### config.mk
export PLATFORM = sky130hd
export DESIGN_NAME = univ_shift_reg
export DESIGN_NICKNAME = d
export VERILOG_FILES = /design/src/rtl/shift_reg_pkg.sv /design/src/rtl/shift_reg_step.sv /design/src/rtl/univ_shift_reg.sv
export SDC_FILE = /design/constraint.sdc
export NUM_CORES = 1
export LEC_CHECK = 0
export CORE_UTILIZATION = 40
export CTS_BUF_LIST = sky130_fd_sc_hd__clkbuf_16
export CTS_CLUSTER_SIZE = 25
export DETAILED_ROUTE_END_ITERATION = 7
export PLACE_DENSITY = 0.67
export SYNTH_ARGS = -nofsm -noshare
export SYNTH_HDL_FRONTEND = slang
export SYNTH_HIERARCHICAL = 1
export SYNTH_SLANG_ARGS = --single-unit
### constraint.sdc
create_clock -name clock -period 4 [get_ports clock]
set_clock_uncertainty 0.05 [all_clocks]
set_input_delay 0.8 -clock clock [delete_from_list [all_inputs] [get_ports clock]]
set_output_delay 0.8 -clock clock [all_outputs]
set_load 0.05 [all_outputs]
### src/rtl/shift_reg_pkg.sv
// shift_reg_pkg: shift mode encodings, FSM state codes and mode helpers for univ_shift_reg
package shift_reg_pkg;

   localparam logic [2:0] MODE_HOLD = 3'd0;
   localparam logic [2:0] MODE_SRL  = 3'd1;
   localparam logic [2:0] MODE_SLL  = 3'd2;
   localparam logic [2:0] MODE_ROR  = 3'd3;
   localparam logic [2:0] MODE_ROL  = 3'd4;
   localparam logic [2:0] MODE_SRA  = 3'd5;
   localparam logic [2:0] MODE_SRI  = 3'd6;
   localparam logic [2:0] MODE_SLI  = 3'd7;

   typedef enum logic {
      ST_IDLE = 1'b0,
      ST_BUSY = 1'b1
   } state_t;

   function automatic logic is_left(input logic [2:0] m);
      return (m == MODE_SLL) || (m == MODE_ROL) || (m == MODE_SLI);
   endfunction

endpackage

### src/rtl/shift_reg_step.sv
// shift_reg_step: combinational one-position shifter shared by single-step and burst paths
module shift_reg_step
   import shift_reg_pkg::*;
#(
   parameter int WIDTH = 8
) (
   input  logic [WIDTH-1:0] value,
   input  logic [2:0]       mode,
   input  logic             ser_in,
   output logic [WIDTH-1:0] shifted,
   output logic             out_bit
);

   always_comb begin
      shifted = value;
      out_bit = is_left(mode) ? value[WIDTH-1] : value[0];
      case (mode)
         MODE_SRL: shifted = {1'b0, value[WIDTH-1:1]};
         MODE_SLL: shifted = {value[WIDTH-2:0], 1'b0};
         MODE_ROR: shifted = {value[0], value[WIDTH-1:1]};
         MODE_ROL: shifted = {value[WIDTH-2:0], value[WIDTH-1]};
         MODE_SRA: shifted = {value[WIDTH-1], value[WIDTH-1:1]};
         MODE_SRI: shifted = {ser_in, value[WIDTH-1:1]};
         MODE_SLI: shifted = {value[WIDTH-2:0], ser_in};
         default:  shifted = value;
      endcase
   end

endmodule

### src/rtl/univ_shift_reg.sv
// univ_shift_reg: universal shift register with parallel load, single-step shifts and
// counted bursts with busy/done handshake
module univ_shift_reg
   import shift_reg_pkg::*;
#(
   parameter int WIDTH = 8,
   parameter int CNT_W = $clog2(WIDTH) + 1
) (
   input  logic             clock,
   input  logic             reset_n,
   input  logic             load,
   input  logic [WIDTH-1:0] d_in,
   input  logic [2:0]       mode,
   input  logic             shift_en,
   input  logic             start,
   input  logic [CNT_W-1:0] count,
   input  logic             ser_in,
   output logic [WIDTH-1:0] d_out,
   output logic             ser_out,
   output logic             busy,
   output logic             done
);

   state_t           state, state_nx;
   logic [CNT_W-1:0] cnt, cnt_nx;
   logic [2:0]       mode_q, mode_nx, step_mode;
   logic             done_nx, do_shift, out_bit, ser_nx;
   logic [WIDTH-1:0] shifted, d_nx;

   // a running burst keeps the mode latched at start, ignoring the live input
   assign step_mode = (state == ST_BUSY) ? mode_q : mode;

   shift_reg_step #(.WIDTH(WIDTH)) u_step (
      .value   (d_out),
      .mode    (step_mode),
      .ser_in  (ser_in),
      .shifted (shifted),
      .out_bit (out_bit)
   );

   always_comb begin
      state_nx = state;
      cnt_nx   = cnt;
      mode_nx  = mode_q;
      done_nx  = 1'b0;
      do_shift = 1'b0;
      if (load) begin
         state_nx = ST_IDLE;
         cnt_nx   = '0;
      end else if (state == ST_BUSY) begin
         do_shift = 1'b1;
         cnt_nx   = cnt - 1'b1;
         if (cnt == CNT_W'(1)) begin
            state_nx = ST_IDLE;
            done_nx  = 1'b1;
         end
      end else if (start) begin
         mode_nx  = mode;
         cnt_nx   = count;
         state_nx = (count == '0) ? ST_IDLE : ST_BUSY;
         done_nx  = (count == '0);
      end else begin
         do_shift = shift_en;
      end
   end

   assign d_nx   = load ? d_in : (do_shift ? shifted : d_out);
   assign ser_nx = (do_shift && step_mode != MODE_HOLD) ? out_bit : ser_out;
   assign busy   = (state == ST_BUSY);

   always_ff @(posedge clock or negedge reset_n) begin
      if (!reset_n) begin
         state   <= ST_IDLE;
         cnt     <= '0;
         mode_q  <= MODE_HOLD;
         d_out   <= '0;
         ser_out <= 1'b0;
         done    <= 1'b0;
      end else begin
         state   <= state_nx;
         cnt     <= cnt_nx;
         mode_q  <= mode_nx;
         d_out   <= d_nx;
         ser_out <= ser_nx;
         done    <= done_nx;
      end
   end

endmodule

Word level (Yosys, flattened, before mapping)
Cells that the tools add are included.
W data, S select, Z words.
{ "word_totals": {"reg_bits": 18, "input_bits": 21, "out_inout_bits": 11, "word_cells": 51} }
{ "classes": {"addsub": 1, "n_eq_ne": 9, "n_mux": 20, "n_bitwise": 2, "reduce_logical": 12} }
{ "ops": {"columns": ["operator", "n"], "rows": [
  ["$pmux W8 S7", 1],
  ["$mux W8", 2],
  ["$mux W1", 13],
  ["$eq A3 B3 Y1 const B", 4],
  ["$mux W4", 3],
  ["$reduce_bool A8 Y1", 1],
  ["$reduce_bool A7 Y1", 1],
  ["$eq A3 B2 Y1 const B", 2],
  ["$reduce_and A3 Y1", 2],
  ["$reduce_bool A3 Y1", 2],
  ["$eq A4 B1 Y1 const B", 1],
  ["$logic_not A4 Y1", 1],
  ["$sub A4 B1 Y4 const B", 1],
  ["$eq A3 B1 Y1 const B", 1],
  ["$mux W3", 1],
  ["$logic_or A1 B1 Y1", 2],
  ["$ne A2 B2 Y1 const B", 1],
  ["$not A1 Y1", 2],
  ["$reduce_and A2 Y1", 1],
  ["$reduce_bool A2 Y1", 1],
  ["$logic_and A1 B1 Y1", 1]
]} }

Logic depth before layout (Yosys ltp)
{ "logic_depth": {"ltp_word": 5, "depth_mapped": 11, "ltp_nobuf": 7} }

Modules after synthesis
The synthesis kept the hierarchy.
{ "modules_own_cells": {"columns": ["mod", "n_inst", "cells_each", "area_per_inst_um2", "seq_area_each_um2"], "rows": [
  ["univ_shift_reg", 1, 88, 959.7, 450.4],
  ["shift_reg_step", 1, 82, 531.8, 0.0]
]} }

Least setup slack after synthesis
No wires, ideal clock.
{ "synth_path": {"path_kind": "reg-to-reg", "from": "register state, in the netlist busy", "to": "register d_out[7]", "setup_ns": 0.083, "t_arrival_ns": 2.527, "required_ns": 3.867, "setup_slack_ns": 1.341, "stages_incl_launch_ff": 10, "n_path_buf": 3, "period_less_slack_ns": 2.659, "cell_sequence": "dfrtp_1 -> buf_2 -> buf_2 -> mux2_2 -> buf_6 -> nand2b_4 -> mux4_2 -> a22oi_2 -> mux2i_1 -> o21ai_0"} }
{ "synth_via": {"elab_chain_cells": 5, "elab_cells_between_ends": 17, "cone_classes": "eq/ne (8); mux (6); reduce/logical (3)"} }
{ "synth_lines": {"columns": ["item", "line_no", "source"], "rows": [
  ["start: declaration", "univ_shift_reg.sv:24", "state_t state, state_nx;"],
  ["start signal: assignment", "univ_shift_reg.sv:80", "state <= state_nx;"],
  ["$mux W3 (*)", "univ_shift_reg.sv:31", "assign step_mode = (state == ST_BUSY) ? mode_q : mode;"],
  ["named net step_mode[0]", "univ_shift_reg.sv:26", "logic [2:0] mode_q, mode_nx, step_mode;"],
  ["$eq A3 B3 Y1 (tied with other cells)", "shift_reg_step.sv:17", "case (mode)"],
  ["$pmux W8 S7 (*)", "shift_reg_step.sv:17", null],
  ["named net shifted[7]", "univ_shift_reg.sv:28", "logic [WIDTH-1:0] shifted, d_nx;"],
  ["$mux W8 (*) (2 in a row)", "univ_shift_reg.sv:67", "assign d_nx = load ? d_in : (do_shift ? shifted : d_out);"],
  ["end signal: assignment", "univ_shift_reg.sv:83", "d_out <= d_nx;"],
  ["end: declaration", "univ_shift_reg.sv:18", "output logic [WIDTH-1:0] d_out,"]
]} }
Mark *: on every way through the listed nets, which the timed path passes. The rest lies on a longest branch. The select of a mux whose other input is x is not followed.
A chain may end at the register's enable or synchronous reset.

Worst setup path after layout
{ "layout_path": {"from": "input mode[0]", "to": "register d_out[7]"} }
{ "layout_via": {"elab_chain_cells": 5, "elab_cells_between_ends": 14, "cone_classes": "eq/ne (8); mux (4); reduce/logical (2)"} }
{ "layout_lines": {"columns": ["item", "line_no", "source"], "rows": [
  ["start: declaration", "univ_shift_reg.sv:13", "input logic [2:0] mode,"],
  ["$mux W3 (*)", "univ_shift_reg.sv:31", null],
  ["named net step_mode[0]", "univ_shift_reg.sv:26", null],
  ["$eq A3 B3 Y1 (tied with other cells)", "shift_reg_step.sv:17", null],
  ["$pmux W8 S7 (*)", "shift_reg_step.sv:17", null],
  ["named net shifted[7]", "univ_shift_reg.sv:28", null],
  ["$mux W8 (*) (2 in a row)", "univ_shift_reg.sv:67", null]
]} }
Marked as above.

==> impl.org <==
** Placement
- Setup Slack @ Placement :: 0.8062 ns
- Buffers placed on the I/O ports in this run total 31.
- Instance area at placement :: between 1500 and 2000 µm²
- After detailed placement, the design holds a cell count of around 230.
- Detailed placement finished with a half-perimeter wire length of roughly 2400 µm.
- The congestion estimate from routability-driven global placement came to slightly below 0.8.

** Die
- The core region is about 3400 µm².
- From bottom edge to top edge, the die measures between 60 and 70 µm.
- Top Ports :: 32
- Initial Util :: 0.4333
- The die covers roughly 4000 µm².
- The floorplan has 21 rows.
- Measured along the x axis, the die boundary spans between 60 and 70 µm.

** Routing
- After detailed routing, the number of remaining DRC violations is 0.
- Violation count after the first detailed-routing iteration :: 97
- Across all layers, the routed design uses about 1300 vias.
- The detail route stage leaves a number of antenna-violating nets equal to 0.
- Top routing layer in use :: met4
- For this block, the routed nets add up to 3298 µm of wire.
- First-pass DRT Iterations :: 4
- Vias per cell :: 5.603
- In the final routed layout, each cell accounts on average for between 10 and 15 µm.
- Metal2 WL :: between 1500 and 2000 µm
- Summed over all nets, wire length on met3 after detailed routing comes to just under 90 µm.
- For this block, wires on met1 add up to ~1600 µm.

** Yosys
- Number of enable-type register cells in the synthesized netlist :: 0
- Among all flip-flop cells after synthesis, the most frequent one is sky130_fd_sc_hd__dfrtp_1.
- When the netlist entered floorplanning its net count stood at between 150 and 200.
- Synthesized flop and latch total :: 18
- Share of Yosys cell area claimed by the top area cell type :: 0.3020
- Dividing the synthesized area by the synthesized cell count gives 8.773 µm².
- Synthesis produced a netlist whose cell count is 170.
- Post-synthesis cell area :: 1491 µm²
- Of the synthesized area, sequential elements account for 0.3020.
- Unique masters post-synth :: 44
- Sorting the synthesized cells by area gives the leading types as sky130_fd_sc_hd__dfrtp_1 (30%), sky130_fd_sc_hd__mux2i_1 (6.0%), sky130_fd_sc_hd__mux2_2 (5.3%).
- Most common cell in the synthesized netlist :: sky130_fd_sc_hd__dfrtp_1
- Warnings, synthesis :: 6
- Post-synthesis cell type with the largest combined area :: sky130_fd_sc_hd__dfrtp_1
- Async set-or-reset flop fraction in the synthesized netlist :: 1.000
- Ranked by instance count, the synthesized netlist is headed by sky130_fd_sc_hd__dfrtp_1 (18), sky130_fd_sc_hd__nand2_1 (15), sky130_fd_sc_hd__a21oi_1 (11), sky130_fd_sc_hd__nor2_1 (11), sky130_fd_sc_hd__o21ai_0 (10).

** Timing
- Transition time at the pin with the least slew margin :: approximately 0.8 ns
- The count of final max-slew check failures is 0.
- Dividing the final minimum period by the clock period gives 0.7404.
- In this run the tightest slew margin relative to its limit is 0.4660.
- Final hold analysis gives a worst-case slack of 0.4612 ns.
- The worst path meets setup with 1.038 ns of slack.
- Hold violation count in the final report :: 0
- Derived from the worst setup path, the maximum achievable clock frequency is between 0.3 and 0.4 GHz.
- In the final timing run, aggregate negative setup slack is 0 ns.
- Setup violations remaining at the end of the flow were counted as 0.
- Unrepaired setup endpoints after global routing :: no
- Subtracting the final worst setup slack from the clock period gives between 2 and 3 ns.

** Setup path
- Crit start category :: input port
- CP max FO :: 38
- The endpoint identified for the worst register-to-register timing path is d_out[7].
- The worst setup path is captured at a flop.
- The critical path is of the in2reg type.
- Worst reg2reg setup slack :: roughly 1.3 ns
- Category of cells accounting for the largest share of critical-path delay :: multiplexers
- On the worst path, the slowest cell contributes a delay of ~0.60 ns.
- Together, buffers and inverters on the worst path number 1.
- Worst path slowest cell :: sky130_fd_sc_hd__mux2_2
- Measured in cells, the most critical reg-to-reg path has a length of 6.
- Startpoint of the most critical register-to-register path :: busy
- At the worst endpoint, the arrival time is between 3 and 4 ns.
- Walking the worst path, the cells encountered are clkdlybuf4s50_1 > mux2_2 > nand2_1 > mux4_2 > a22oi_2 > mux2i_1 > o21ai_0.
- Crit path required time :: 4.10 ns

** Final layout
- Non-filler cells in the finished layout :: ~240
- Filler cell count :: approximately 310
- Post-layout instance area :: between 1500 and 2000 µm²
- Area growth from synthesis to layout :: 24.41%
- The number of antenna diodes in the final layout is 0.
- Number of nets in the finished design :: about 220
- In the final layout, the share of cells above drive strength 1 is 0.09948.
- For this run, the share of the core covered by cells in the final layout is 0.5391.

** Job
- Max-cap violations in this run came to 0.

** CTS
- Clk Latency, worst-skew pair :: 0.24 ns
- The number of clock buffers added by TritonCTS is 3.
- After clock tree synthesis, the clock-pin slew on the worst setup and hold paths is ~0.050 ns.
- The clock passes through at most 2 buffers.
- Buffers added to address setup during post-CTS repair amount to 0.
- Number of buffers added to fix hold violations after cts :: 0
- Cell at the root of the clock tree :: sky130_fd_sc_hd__clkbuf_16
- TritonCTS clock tree :: yes
- Post-CTS Resized :: 0
- Clock tree synthesis found a total of 18 sinks.
- # H-tree levels :: 1

** Worst hold path
- Worst hold path class :: reg2reg
- Start point of the worst hold path :: ser_out
- Hold-critical path depth :: 1
- The worst hold path terminates at ser_out.

** Pwr
- In this run the static leakage power is ~0.73 nW.
- Across the VDD grid, the largest voltage drop is 219.6 µV.
- The internal portion of the total power is about 0.50 mW.
- Of the total power, the share spent switching nets is 0.3813.
- The share of total power dissipated in sequential elements is 0.310.
- Portion of total power attributed to the clock network :: 0.244
- Overall power consumption after layout is estimated at 0.8086 mW.
- Portion of total power attributed to combinational logic :: 0.446
- Areal power density over the cells :: ~440 nW/µm²
- Sw Pwr :: ~0.3 mW

** Run status
- Result of the run :: completed

** Global routing
- Summed over all layers, the global routing overflow is 0.
- First-pass GRT wire length :: approximately 5800 µm
- For this run, the total global-route usage over all layers was measured as 0.1773.
- The initial antenna violation count came to 0.
- Entering global routing, the biggest net connects 39 pins.
- Vias in the first global route :: between 1000 and 1500
## cell families after synthesis
| family | after synthesis | synth area share |
|---|---|---|
| compound gates | 54 | 0.2458 |
| xor+xnor | 3 | 0.01762 |
| simple gates | 55 | 0.2089 |
| mux | 18 | 0.1384 |
| buf+inv | 20 | 0.07046 |
| fa+ha+maj | 2 | 0.01678 |
| flops | 18 | 0.3020 |
## how the worst max path moves through the flow
| stage | startpoint | to | slack (ns) | cells past startpoint |
|---|---|---|---|---|
| after floorplan | busy | d_out[7] | 1.34 | 9 |
| after global placement | mode[0] | d_out[7] | 0.92 | 7 |
| after detailed placement | mode[0] | d_out[7] | 0.81 | 7 |
| after CTS | mode[0] | d_out[7] | 1.06 | 7 |
| after global routing | mode[0] | d_out[7] | 0.89 | 7 |
| final | mode[0] | d_out[7] | 1.04 | 7 |
## power groups by stage
stage / sequential, mW / clock [mW] / combinational [mW]
2_1_floorplan: 0.309 / 0 / 0.210
3_3_place_gp: 0.253 / 0 / 0.354
3_5_place_dp: 0.254 / 0 / 0.359
4_1_cts: 0.251 / 0.203 / 0.361
5_1_grt: 0.256 / 0.211 / 0.393
6_report: 0.251 / 0.197 / 0.361
## per-layer routing
metal / vias up / global-route usage
li1: 667 / -
met1: 635 / 0.2424
met4: 0 / 0.04651
met2: 24 / 0.2957
met5: - / 0
met3: 2 / 0.01812
## registers in the layout, indices dropped and copies added, names as in the netlist
| register | count |
|---|---|
| done | 1 |
| cnt | 4 |
| busy | 1 |
| ser_out | 1 |
| mode_q | 3 |
| d_out | 8 |
## cells in the final DEF, fill, tap and decap left out, drive strengths merged, types with 5 or more instances in the layout
| cell | instances |
|---|---|
| nor2 | 11 |
| o21ai | 11 |
| nand2b | 5 |
| mux2 | 8 |
| dfrtp | 18 |
| clkdlybuf4s50 | 31 |
| a21oi | 12 |
| nor3 | 6 |
| mux2i | 9 |
| or3 | 5 |
| a211oi | 9 |
| inv | 6 |
| nand2 | 15 |
| nor2b | 5 |
## cell type report
type,count,area [µm²],area share
inverters,6,22.52,0.01214
well taps,46,57.56,0.03102
repair buffers,31,310.3,0.1672
flip-flops and latches,18,450.4,0.2428
clock buffers,3,75.07,0.04046
clock inverters,1,3.754,0.002023
multi-input cells,132,935.9,0.5044
Power figures use the tool's default switching activity.
